[src/rtl/vga_csr_if.sv]
// Native register bus between the AXI-Lite slave FSM and the VGA CSR block.
interface vga_csr_if #(
    parameter int AXIL_DATA_WIDTH   = 32,
    parameter int NATIVE_ADDR_WIDTH = 4
);
    logic                         write_en_i;
    logic [NATIVE_ADDR_WIDTH-1:0] addr_write_i;
    logic [AXIL_DATA_WIDTH-1:0]   data_i;
    logic                         read_en_i;
    logic [NATIVE_ADDR_WIDTH-1:0] addr_read_i;
    logic [AXIL_DATA_WIDTH-1:0]   data_o;

    modport master (
        output write_en_i, addr_write_i, data_i, read_en_i, addr_read_i,
        input  data_o
    );

    modport slave (
        input  write_en_i, addr_write_i, data_i, read_en_i, addr_read_i,
        output data_o
    );
endinterface

[src/rtl/vga_csr.sv]
// VGA control/status registers: CTRL, W1C interrupt status, mask, frame
// counter, framebuffer base and scratch. All outputs come straight from flops.
module vga_csr #(
    parameter int AXIL_DATA_WIDTH   = 32,
    parameter int NATIVE_ADDR_WIDTH = 4
) (
    input  logic                       clk_i,
    input  logic                       arst_ni,
    vga_csr_if.slave                   bus,
    input  logic                       frame_done_i,
    input  logic                       underflow_i,
    output logic                       enable_o,
    output logic                       test_pattern_o,
    output logic [1:0]                 mode_o,
    output logic [AXIL_DATA_WIDTH-1:0] fb_base_o,
    output logic                       irq_o
);
    localparam int DW = AXIL_DATA_WIDTH;
    localparam int AW = NATIVE_ADDR_WIDTH;

    localparam logic [AW-1:0] ADDR_CTRL    = AW'(0);
    localparam logic [AW-1:0] ADDR_STATUS  = AW'(1);
    localparam logic [AW-1:0] ADDR_MASK    = AW'(2);
    localparam logic [AW-1:0] ADDR_FRMCNT  = AW'(3);
    localparam logic [AW-1:0] ADDR_FBBASE  = AW'(4);
    localparam logic [AW-1:0] ADDR_SCRATCH = AW'(5);

    logic [3:0]    ctrl_q;
    logic [1:0]    status_q;
    logic [1:0]    mask_q;
    logic [DW-1:0] frame_cnt_q;
    logic [DW-1:0] fb_base_q;
    logic [DW-1:0] scratch_q;
    logic [DW-1:0] rdata_q;
    logic          irq_q;

    logic          wr_ctrl, wr_status, wr_mask, wr_fbbase, wr_scratch;
    logic          cnt_clr;
    logic [1:0]    status_nxt;
    logic [1:0]    mask_nxt;
    logic [DW-1:0] frame_cnt_nxt;
    logic [DW-1:0] rd_mux;

    // Write decode and next-state for the event-driven registers.
    always_comb begin
        wr_ctrl    = bus.write_en_i && (bus.addr_write_i == ADDR_CTRL);
        wr_status  = bus.write_en_i && (bus.addr_write_i == ADDR_STATUS);
        wr_mask    = bus.write_en_i && (bus.addr_write_i == ADDR_MASK);
        wr_fbbase  = bus.write_en_i && (bus.addr_write_i == ADDR_FBBASE);
        wr_scratch = bus.write_en_i && (bus.addr_write_i == ADDR_SCRATCH);
        cnt_clr    = wr_ctrl && bus.data_i[4];

        // Clear first, then OR in events so a coincident pulse wins.
        status_nxt = status_q;
        if (wr_status) status_nxt = status_nxt & ~bus.data_i[1:0];
        status_nxt = status_nxt | {underflow_i, frame_done_i};

        mask_nxt = wr_mask ? bus.data_i[1:0] : mask_q;

        frame_cnt_nxt = frame_cnt_q;
        if (cnt_clr)           frame_cnt_nxt = '0;
        else if (frame_done_i) frame_cnt_nxt = frame_cnt_q + DW'(1);
    end

    // Read mux on current (pre-write, pre-increment) register contents.
    always_comb begin
        rd_mux = '0;
        case (bus.addr_read_i)
            ADDR_CTRL:    rd_mux = DW'(ctrl_q);
            ADDR_STATUS:  rd_mux = DW'(status_q);
            ADDR_MASK:    rd_mux = DW'(mask_q);
            ADDR_FRMCNT:  rd_mux = frame_cnt_q;
            ADDR_FBBASE:  rd_mux = fb_base_q;
            ADDR_SCRATCH: rd_mux = scratch_q;
            default:      rd_mux = '0;
        endcase
    end

    // Register state; irq is registered from next-state so it tracks status/mask.
    always_ff @(posedge clk_i or negedge arst_ni) begin
        if (!arst_ni) begin
            ctrl_q      <= '0;
            status_q    <= '0;
            mask_q      <= '0;
            frame_cnt_q <= '0;
            fb_base_q   <= '0;
            scratch_q   <= '0;
            rdata_q     <= '0;
            irq_q       <= 1'b0;
        end else begin
            if (wr_ctrl)    ctrl_q    <= bus.data_i[3:0];
            if (wr_fbbase)  fb_base_q <= bus.data_i;
            if (wr_scratch) scratch_q <= bus.data_i;
            if (bus.read_en_i) rdata_q <= rd_mux;
            status_q    <= status_nxt;
            mask_q      <= mask_nxt;
            frame_cnt_q <= frame_cnt_nxt;
            irq_q       <= |(status_nxt & mask_nxt);
        end
    end

    assign bus.data_o     = rdata_q;
    assign enable_o       = ctrl_q[0];
    assign test_pattern_o = ctrl_q[1];
    assign mode_o         = ctrl_q[3:2];
    assign fb_base_o      = fb_base_q;
    assign irq_o          = irq_q;
endmodule

[src/flat_wrapper.sv]
// flat-port wrapper written by rule: the top's interface ports become plain ports
module vga_csr_flat 
#(
    parameter int AXIL_DATA_WIDTH   = 32,
    parameter int NATIVE_ADDR_WIDTH = 4
)
  (clk_i, arst_ni, frame_done_i, underflow_i, enable_o, test_pattern_o, mode_o, fb_base_o, irq_o, bus_write_en_i, bus_addr_write_i, bus_data_i, bus_read_en_i, bus_addr_read_i, bus_data_o);
  vga_csr_if #(.AXIL_DATA_WIDTH(AXIL_DATA_WIDTH), .NATIVE_ADDR_WIDTH(NATIVE_ADDR_WIDTH)) bus_i ();
  input  logic clk_i;
  input  logic arst_ni;
  input  logic frame_done_i;
  input  logic underflow_i;
  output logic enable_o;
  output logic test_pattern_o;
  output logic [1:0] mode_o;
  output logic [AXIL_DATA_WIDTH-1:0] fb_base_o;
  output logic irq_o;
  input wire logic [$bits(bus_i.write_en_i)-1:0] bus_write_en_i;
  input wire logic [$bits(bus_i.addr_write_i)-1:0] bus_addr_write_i;
  input wire logic [$bits(bus_i.data_i)-1:0] bus_data_i;
  input wire logic [$bits(bus_i.read_en_i)-1:0] bus_read_en_i;
  input wire logic [$bits(bus_i.addr_read_i)-1:0] bus_addr_read_i;
  output wire logic [$bits(bus_i.data_o)-1:0] bus_data_o;
  assign bus_i.write_en_i = bus_write_en_i;
  assign bus_i.addr_write_i = bus_addr_write_i;
  assign bus_i.data_i = bus_data_i;
  assign bus_i.read_en_i = bus_read_en_i;
  assign bus_i.addr_read_i = bus_addr_read_i;
  assign bus_data_o = bus_i.data_o;
  vga_csr #(.AXIL_DATA_WIDTH(AXIL_DATA_WIDTH), .NATIVE_ADDR_WIDTH(NATIVE_ADDR_WIDTH)) u_core (.clk_i(clk_i), .arst_ni(arst_ni), .bus(bus_i), .frame_done_i(frame_done_i), .underflow_i(underflow_i), .enable_o(enable_o), .test_pattern_o(test_pattern_o), .mode_o(mode_o), .fb_base_o(fb_base_o), .irq_o(irq_o));
endmodule
[config.mk]
export PLATFORM = sky130hd
export DESIGN_NAME = vga_csr_flat
export DESIGN_NICKNAME = d
export VERILOG_FILES = /design/src/rtl/vga_csr_if.sv /design/src/rtl/vga_csr.sv /design/src/flat_wrapper.sv
export SDC_FILE = /design/constraint.sdc
export NUM_CORES = 1
export LEC_CHECK = 0
export CORE_UTILIZATION = 25
export DETAILED_ROUTE_END_ITERATION = 7
export SYNTH_ARGS = -nofsm -noshare
export SYNTH_HDL_FRONTEND = slang
export SYNTH_SLANG_ARGS = --single-unit
[constraint.sdc]
create_clock -name clk_i -period 2.05 [get_ports clk_i]
set_input_delay 0.205 -clock clk_i [delete_from_list [all_inputs] [get_ports clk_i]]
set_output_delay 0.205 -clock clk_i [all_outputs]
set_load 0.02 [all_outputs]
### Yosys cells after proc, flatten, opt, wreduce, memory -nomap -nowiden

Index checks and enable logic that the tools add are counted.

| storage, ports and cells | value |
|---|---|
| register bits after elaboration | 137 |
| bits in latches | 0 |
| memory bits (writable) | 0 |
| memory bits (read-only) | 0 |
| input port bits | 46 |
| output and inout bits | 69 |
| word-level logic and storage cells | 37 |
| memories | 0 |

| operators by class | value |
|---|---|
| add/sub/neg operators | 1 |
| multiply operators | 0 |
| divide/modulo/power cells | 0 |
| order comparisons | 0 |
| eq/ne operators | 9 |
| shift-type cells | 0 |
| multiplexer cells | 5 |
| bitwise logic cells | 4 |
| reduce and logical (&&, ||, !) cells | 10 |

Operators with widths:

| operator | count |
|---|---|
| one-hot mux 32 bit (6 select lines) | 1 |
| two-way mux 32 bit | 2 |
| adder 32 x 1 -> 32 bit, second input constant | 1 |
| == test 4 x 3 -> 1 bit, second input constant | 4 |
| == test 4 x 2 -> 1 bit, second input constant | 3 |
| == test 4 x 1 -> 1 bit, second input constant | 2 |
| logical NOT 4 bit | 2 |
| logical AND 1 bit | 6 |
| AND 2 bit | 2 |
| two-way mux 2 bit | 2 |
| NOT 2 bit | 1 |
| bitwise OR 2 bit | 1 |
| nonzero test 2 bit | 1 |
| OR reduction 2 bit | 1 |

### Longest topological paths before layout

| depth | value |
|---|---|
| word-level depth | 6 |
| mapped depth | 7 |
| gate-level depth less buffers | 5 |

### Worst setup path before layout

OpenSTA, ideal clock, no wires.

| timing | value |
|---|---|
| path kind | register -> register |
| start point | register u_core.frame_cnt_q[0] |
| end point | register u_core.frame_cnt_q[26] |
| library setup time | 0.125 ns |
| arrival time | 1.896 ns |
| required time | 1.925 ns |
| path slack | 0.029 ns |
| cell stages (with the launch flop) | 8 |
| buffers on the path | 2 |
| period minus slack after synthesis | 2.021 ns |
| path through | dfrtp_1 -> ha_1 -> and3_2 -> clkbuf_1 -> nand3_1 -> buf_2 -> nor4_1 -> mux2_2 |

| on the way | value |
|---|---|
| word-level cells in the longest chain between the ends | 3 |

Ends and longest elaborated chain:

| item | RTL line | RTL |
|---|---|---|
| start: declaration | vga_csr.sv:31 | `logic [DW-1:0] frame_cnt_q;` |
| start signal: assignment | vga_csr.sv:97 | `frame_cnt_q <= frame_cnt_nxt;` |
| adder 32 x 1 -> 32 bit | vga_csr.sv:62 | `else if (frame_done_i) frame_cnt_nxt = frame_cnt_q + DW'(1);` |
| two-way mux 32 bit | vga_csr.sv:62 |  |
| two-way mux 32 bit | vga_csr.sv:61 | `if (cnt_clr) frame_cnt_nxt = '0;` |

No other way between the ends. The select of a mux whose other input is x is not followed.
A chain may end at the register's enable or synchronous reset.

### Worst setup path after layout

| timing | value |
|---|---|
| start point | register u_core.frame_cnt_q[0] |
| end point | register u_core.frame_cnt_q[29] |

Same word-level chain as after synthesis.

==> impl_metrics.sql <==
INSERT INTO impl_metrics (metric_group, metric, value, unit) VALUES
('status', 'outcome', 'complete, no violations', ''),
('finish', 'area.growth.synth_to_final', '40.9', '%'),
('logic_synthesis', 'synthDominantAreaCellType', 'sky130_fd_sc_hd__dfrtp_1', ''),
('logic_synthesis', 'ys_dominant_reg_cell', 'sky130_fd_sc_hd__dfrtp_1', ''),
('placed_design', 'dp.cells', '955', ''),
('global_route', 'grt_overflow_total', '0', ''),
('sta', 'hold_ws', '313', 'ps'),
('finish', 'num-nets-final', '703', ''),
('flow_run', 'max_cap_viol_count', '0', ''),
('detailed_routing', 'post_drt_via_cell_ratio', '4.81', ''),
('worst_setup_path', 'critical_path_arrival', '2300', 'ps'),
('finish', 'proportion_of_layout_cells_with_a_drive_suffix_above_1', '27.4', '%'),
('worst_setup_path', 'ff2ff_setup_slack', '100', 'ps'),
('floorplanning', 'fp.dieArea', '24900', 'µm²'),
('global_route', 'global_route.usage.total', '14.3', '%'),
('detailed_routing', 'routed_wirelength', '17000', 'µm'),
('global_route', 'grt_start_max_net_pins', '52', ''),
('placed_design', 'dpl.hpwl', '12000', 'µm'),
('power', 'power_leakage', '3.48', 'nW'),
('logic_synthesis', 'synth_enable_flop_cells', '0', ''),
('cts', 'post_cts.repair.setup_buffers', '0', ''),
('worst_setup_path', 'timing.critical_path.slowest_stage_cell', 'sky130_fd_sc_hd__or4_4', ''),
('logic_synthesis', 'synth_common_cells', 'sky130_fd_sc_hd__dfrtp_1 (137), sky130_fd_sc_hd__mux2_2 (74), sky130_fd_sc_hd__inv_1 (36)', ''),
('worst_setup_path', 'path_class', 'reg2reg', ''),
('worst_setup_path', 'critPathLaunch', 'u_core.frame_cnt_q[0]', ''),
('worst_setup_path', 'timing.critical_path.depth', '5', ''),
('finish', 'num-fill-cells', '2376', ''),
('sta', 'finalClockSkew', '14.5', 'ps'),
('sta', 'highest_achievable_clock_rate', '512', 'MHz'),
('detailed_routing', 'top_routing_layer_in_use', 'met4', ''),
('sta', 'timing_max_transition_violations_final', '0', ''),
('logic_synthesis', 'synth_largest_type_area_fraction', '56.5', '%'),
('cts', 'clkSinkCount', '137', ''),
('logic_synthesis', 'synth_seq_area_share', '56.5', '%'),
('worst_setup_path', 'worstRegToRegCells', '5', ''),
('logic_synthesis', 'post_synth_inst_count', '501', ''),
('detailed_routing', 'drcViolationCount', '0', ''),
('detailed_routing', 'vias', '4743', ''),
('global_route', 'first_global_vias', '4783', ''),
('detailed_routing', 'ant_nets', '0', ''),
('cts', 'clk_transition_reported_paths', '60', 'ps'),
('detailed_routing', 'route.layer.met1.wl', '7710', 'µm'),
('sta', 'relSlewSlack', '64.7', '%'),
('floorplanning', 'dieHeight', '158', 'µm'),
('logic_synthesis', 'synth.area.top_cells', 'sky130_fd_sc_hd__dfrtp_1 (56%), sky130_fd_sc_hd__mux2_2 (14%), sky130_fd_sc_hd__a222oi_1 (5.1%)', ''),
('placed_design', 'buffer_ports.inserted', '114', ''),
('cts', 'numCtsBuffers', '17', ''),
('sta', 'worst-slew-pin-transition', '529', 'ps'),
('finish', 'stdcell_count', '987', ''),
('logic_synthesis', 'synthesis.nets', '548', ''),
('logic_synthesis', 'synth.yosys.warnings', '0', ''),
('power', 'ir_drop', '0.000439', 'V'),
('worst_setup_path', 'r2r_path_start', 'u_core.frame_cnt_q[0]', ''),
('cts', 'htree_num_levels', '4', ''),
('worst_setup_path', 'critical_path.endpoint_type', 'flop', ''),
('detailed_routing', 'wl_met3', '854', 'µm'),
('finish', 'multi_input_comb_area', '2370', 'µm²'),
('logic_synthesis', 'post-synth-top-count-cell', 'sky130_fd_sc_hd__dfrtp_1', ''),
('global_route', 'antenna_violations_before_repair', '0', ''),
('sta', 'timing.final.setup_violations', '0', ''),
('sta', 'finalHoldViolations', '0', ''),
('logic_synthesis', 'synth_area', '6070', 'µm²'),
('floorplanning', 'count_of_boundary_i_o_pins', '115', ''),
('global_route', 'grt_pass1_wl', '26800', 'µm'),
('finish', 'final-seq-area', '3430', 'µm²'),
('cts', 'number_of_buffers_between_clock_root_and_the_deepest_sink', '2', ''),
('floorplanning', 'die_w', '158', 'µm'),
('detailed_routing', 'initialDrtViolationCount', '319', ''),
('detailed_routing', 'post_drt_wl_per_cell', '17.2', 'µm'),
('worst_setup_path', 'worstPathRequired', '2400', 'ps'),
('worst_setup_path', 'critPathTopFamily', 'simple AND/OR/NAND/NOR gates', '');
[area by class of cell]
type | count | area share, %
clock buffer | 18 | 5.02
timing repair buffer | 171 | 19.1
clock inverter | 13 | 1.70
multi-input combinational | 293 | 27.8
tap | 319 | 4.67
sequential | 137 | 40.1
inverter | 36 | 1.58
[per-stage QoR]
| step | power, mW | util, % | TNS [ps] | instance area (µm²) | setup slack [ps] |
|---|---|---|---|---|---|
| CTS | 8.16 | 36.1 | 0 | 8530 | 45.3 |
| floorplan | 4.21 | - | 0 | 6070 | 29.2 |
| finish | 8.07 | 36.2 | 0 | 8550 | 95.5 |
| detailed placement | 5.08 | 33.7 | -1330 | 7950 | -193 |
| global placement | 5.04 | 33.7 | -735 | 7950 | -152 |
| global route | 8.44 | 36.2 | -7.88 | 8550 | -4.33 |
[report_power, final]
part,switching (mW),internal (mW)
sequential,0.310,3.12
combinational,0.734,0.865
clock,1.24,1.80
[kinds of logic (layout without fill, tap and decap cells)]
| family | Yosys count | after routing | share of synthesized area, % |
|---|---|---|---|
| muxes | 78 | 78 | 14.6 |
| buffers and inverters | 71 | 238 | 5.03 |
| AOI/OAI and AO/OA | 102 | 102 | 12.3 |
| xor gates and xnor gates | 12 | 12 | 1.73 |
| DFF | 137 | 137 | 56.5 |
| adders and majority gates | 1 | 1 | 0.206 |
| and+or+nand+nor | 100 | 100 | 9.65 |
[worst paths after layout]
path / end
hold reg to reg: u_core.scratch_q[4]
min in group clk_i: u_core.status_q[1]
setup / recovery: u_core.frame_cnt_q[29]
setup reg to reg: u_core.frame_cnt_q[29]
hold / removal: u_core.fb_base_o[3]
max in group asynchronous: u_core.frame_cnt_q[12]
[registers in the layout (all words and copies together), names as in the netlist]
signal,count
u_core.bus.data_o,32
u_core.ctrl_q,4
u_core.fb_base_o,32
u_core.frame_cnt_q,32
u_core.irq_o,1
u_core.mask_q,2
u_core.scratch_q,32
u_core.status_q,2
[routing by layer]
layer | vias up | track usage (%)
met4 | 0 | 4.44
met2 | 131 | 23.2
met5 | - | 0
li1 | 2208 | -
met1 | 2386 | 18.7
met3 | 18 | 3.45
[cell usage in the layout, fill, tap and decap left out, drive strengths merged, types with 17 or more instances in the layout]
| master | synthesis | final |
|---|---|---|
| a222oi | 31 | 31 |
| nand2 | 17 | 17 |
| o22ai | 32 | 32 |
| inv | 36 | 39 |
| nor2 | 20 | 20 |
| mux2 | 74 | 74 |
| dfrtp | 137 | 137 |
| clkdlybuf4s50 | 1 | 113 |
| clkbuf | 25 | 18 |
| buf | 8 | 57 |
[what timing repair did]
item                                   4_1_cts  5_1_grt
setup endpoints to repair                    0        6
endpoints found under the hold margin       47        0
gates resized for setup                      0        5
hold buffers                                 1        0
No activity file was read; power rests on OpenSTA's default activity.
==> variant: new RTL, same flow settings <==
`NATIVE_ADDR_WIDTH` is set to 4 in 3 places; all go to 6.
--- a/src/rtl/vga_csr_if.sv
+++ b/src/rtl/vga_csr_if.sv
@@ -1,7 +1,7 @@
 // Native register bus between the AXI-Lite slave FSM and the VGA CSR block.
 interface vga_csr_if #(
     parameter int AXIL_DATA_WIDTH   = 32,
-    parameter int NATIVE_ADDR_WIDTH = 4
+    parameter int NATIVE_ADDR_WIDTH = 6
 );
     logic                         write_en_i;
     logic [NATIVE_ADDR_WIDTH-1:0] addr_write_i;
--- a/src/rtl/vga_csr.sv
+++ b/src/rtl/vga_csr.sv
@@ -2,7 +2,7 @@
 // counter, framebuffer base and scratch. All outputs come straight from flops.
 module vga_csr #(
     parameter int AXIL_DATA_WIDTH   = 32,
-    parameter int NATIVE_ADDR_WIDTH = 4
+    parameter int NATIVE_ADDR_WIDTH = 6
 ) (
     input  logic                       clk_i,
     input  logic                       arst_ni,
--- a/src/flat_wrapper.sv
+++ b/src/flat_wrapper.sv
@@ -2,7 +2,7 @@
 module vga_csr_flat 
 #(
     parameter int AXIL_DATA_WIDTH   = 32,
-    parameter int NATIVE_ADDR_WIDTH = 4
+    parameter int NATIVE_ADDR_WIDTH = 6
 )
   (clk_i, arst_ni, frame_done_i, underflow_i, enable_o, test_pattern_o, mode_o, fb_base_o, irq_o, bus_write_en_i, bus_addr_write_i, bus_data_i, bus_read_en_i, bus_addr_read_i, bus_data_o);
   vga_csr_if #(.AXIL_DATA_WIDTH(AXIL_DATA_WIDTH), .NATIVE_ADDR_WIDTH(NATIVE_ADDR_WIDTH)) bus_i ();
Interface: changed (resized bus_addr_read_i and bus_addr_write_i); port bits go from 115 to 119. The function was not compared with the original's and may differ.
==> variant against the unedited design <==
- via count down 0.76%
- sequential cell count unchanged
- final area up 2.3%
- global-route usage down 0.48 points
- routed wire length down 1.5%
- combinational power down 34%
- synthesized area up 4.6%
- non-clock buffer count down 20
- critical path depth down 1
- total power down 9.8%
- worst setup slack better by 0.063 ns
- sequential share of layout area down 0.91 points
- largest power group unchanged
- highest routed layer unchanged
==> variant: results (changes against the unedited design) <==
* Post-layout nets at 697 (-0.85%)
* Run status: complete, no violations
* Clock Skews at 0.00690 ns (-0.00763 ns)
* #MultiIn Comb at 334 (+14%)
* Avg Cell Area, Syn at 12.5 µm² (+3.2%)
* Post-synthesis net count at 559 (+2.0%)
* Detailed Place HPWL at 11600 µm (-3.6%)
* Crit Path Class: register to register
* Largest cells by area after synthesis: dfrtp_1 54%, mux2_2 12%, a221o_1 4.4%, a22o_1 4.3%, nor2b_1 2.8%
* Ratio of cells with drive above 1 in the final layout at 22.5% (-4.9 points)
* Area post-placement at 0.00814 mm² (+2.4%)
* Seq/total area at 39.2% (-0.91 points)
* CP max stage cell: and4_1
* Routed wl met3 at 708 µm (-17%)
* Flop-to-flop setup slack at 0.16 ns (+0.06 ns)
* Worst r2r path cells at 4 (-1)
* Wl on met1 at 7850 µm (+1.9%)
* ClkCell Share at 6.74% (+0.024 points)
* Multi-input gate area at 0.00275 mm² (+16%)
* GRT Total Usage at 13.8% (-0.48 points)
* Final Wtd Congestion at 0.746 (-3.6%)
* Met3 GRT Util at 3.42% (-0.034 points)
* Clock transition at path regs at 0.06 ns (about the same)
* DR iter-0 viols at 290 (-9.1%)
* Worst slew pin tran at 0.442 ns (-0.0870 ns)
* Crit-path max FO at 10 (-5)
* Seq Cell Count at 137 (unchanged)
* First-pass GRT wire length at 27700 µm (+3.4%)
* Pre-Repair DR Iteration Count at 4 (-1)
* WHS at 0.268 ns (-0.0451 ns)
* CTS resizes at 0 (unchanged)
* NonClk Buf Share at 17.7% (-1.5 points)
* Clock buf count at 20 (+2)
* Non-CTS buffers at 151 (-12%)
* Fillers at 2406 (+1.3%)
* Post-synth top cells: 137 x dfrtp_1, 70 x mux2_2, 31 x a22o_1
* Routed wire length at 16700 µm (-1.5%)
* Post-Place Setup Slack at 0.0512 ns (+0.245 ns)
* Met1 Use GR at 18.7% (-0.025 points)
* Maximum single-stage delay on the critical path at 0.48 ns (-0.05 ns)
* Distinct cell type count after synthesis at 45 (-2.2%)
* Leak at 0.00383 µW (+10%)
* Via count at 4707 (-0.76%)
* Final min period at 1.89 ns (-0.0632 ns)
* Finished layout cell area at 0.00874 mm² (+2.3%)
* WL met2 at 7980 µm (-3.1%)
* Register area share after synthesis at 54.0% (-2.5 points)
* GR Layer Usage met2 at 21.6% (-1.6 points)
* Non-clock inverter count at 5 (-86%)
* Number of port buffers at 118 (+3.5%)
* Avg WL per Cell at 17.0 µm (-1.0%)
* Worst vdd ir at 475 µV (+8.0%)
* Crit path launch: u_core.frame_cnt_q[7]$_DFFE_PN0P_
* Dpl cells at 950 (-0.52%)
* Vias in the first global route at 4834 (+1.1%)
* H-tree depth at 4 (unchanged)
* CP Data Arrival Time at 2.24 ns (-0.06 ns)
* R2R Path End: u_core.frame_cnt_q[20]$_DFFE_PN0P_
[variant: cell types whose count changed after synthesis, moves of 7 or more]
cell | before | now
a22o_1 | 1 | 31
a222oi_1 | 31 | 0
mux2i_1 | 3 | 10
clkbuf_1 | 23 | 8
buf_2 | 5 | 12
inv_1 | 36 | 5
nand3_1 | 9 | 17
o22ai_1 | 32 | 2
nor2b_1 | 1 | 28
a221o_1 | 0 | 28
[variant: kinds of logic after synthesis]
| logic type | synth area share (%) |
|---|---|
| AOI/OAI and AO/OA | 12.5 |
| xor gates and xnor gates | 1.52 |
| adders and majority gates | 0.197 |
| buffers and inverters | 3.03 |
| DFF | 54.0 |
| muxes | 14.7 |
| and+or+nand+nor | 14.1 |
[variant: report_power, final]
part           leakage, µW  internal [µW]  switching (µW)
sequential         0.00184           2960             192
clock             0.000292           1880            1180
combinational      0.00170            568             493
total              0.00383           5410            1870
[variant: timing repair]
action                    CTS  global route
hold endpoints to repair   41             0
hold buffers                1             0
buffers inserted            0             0
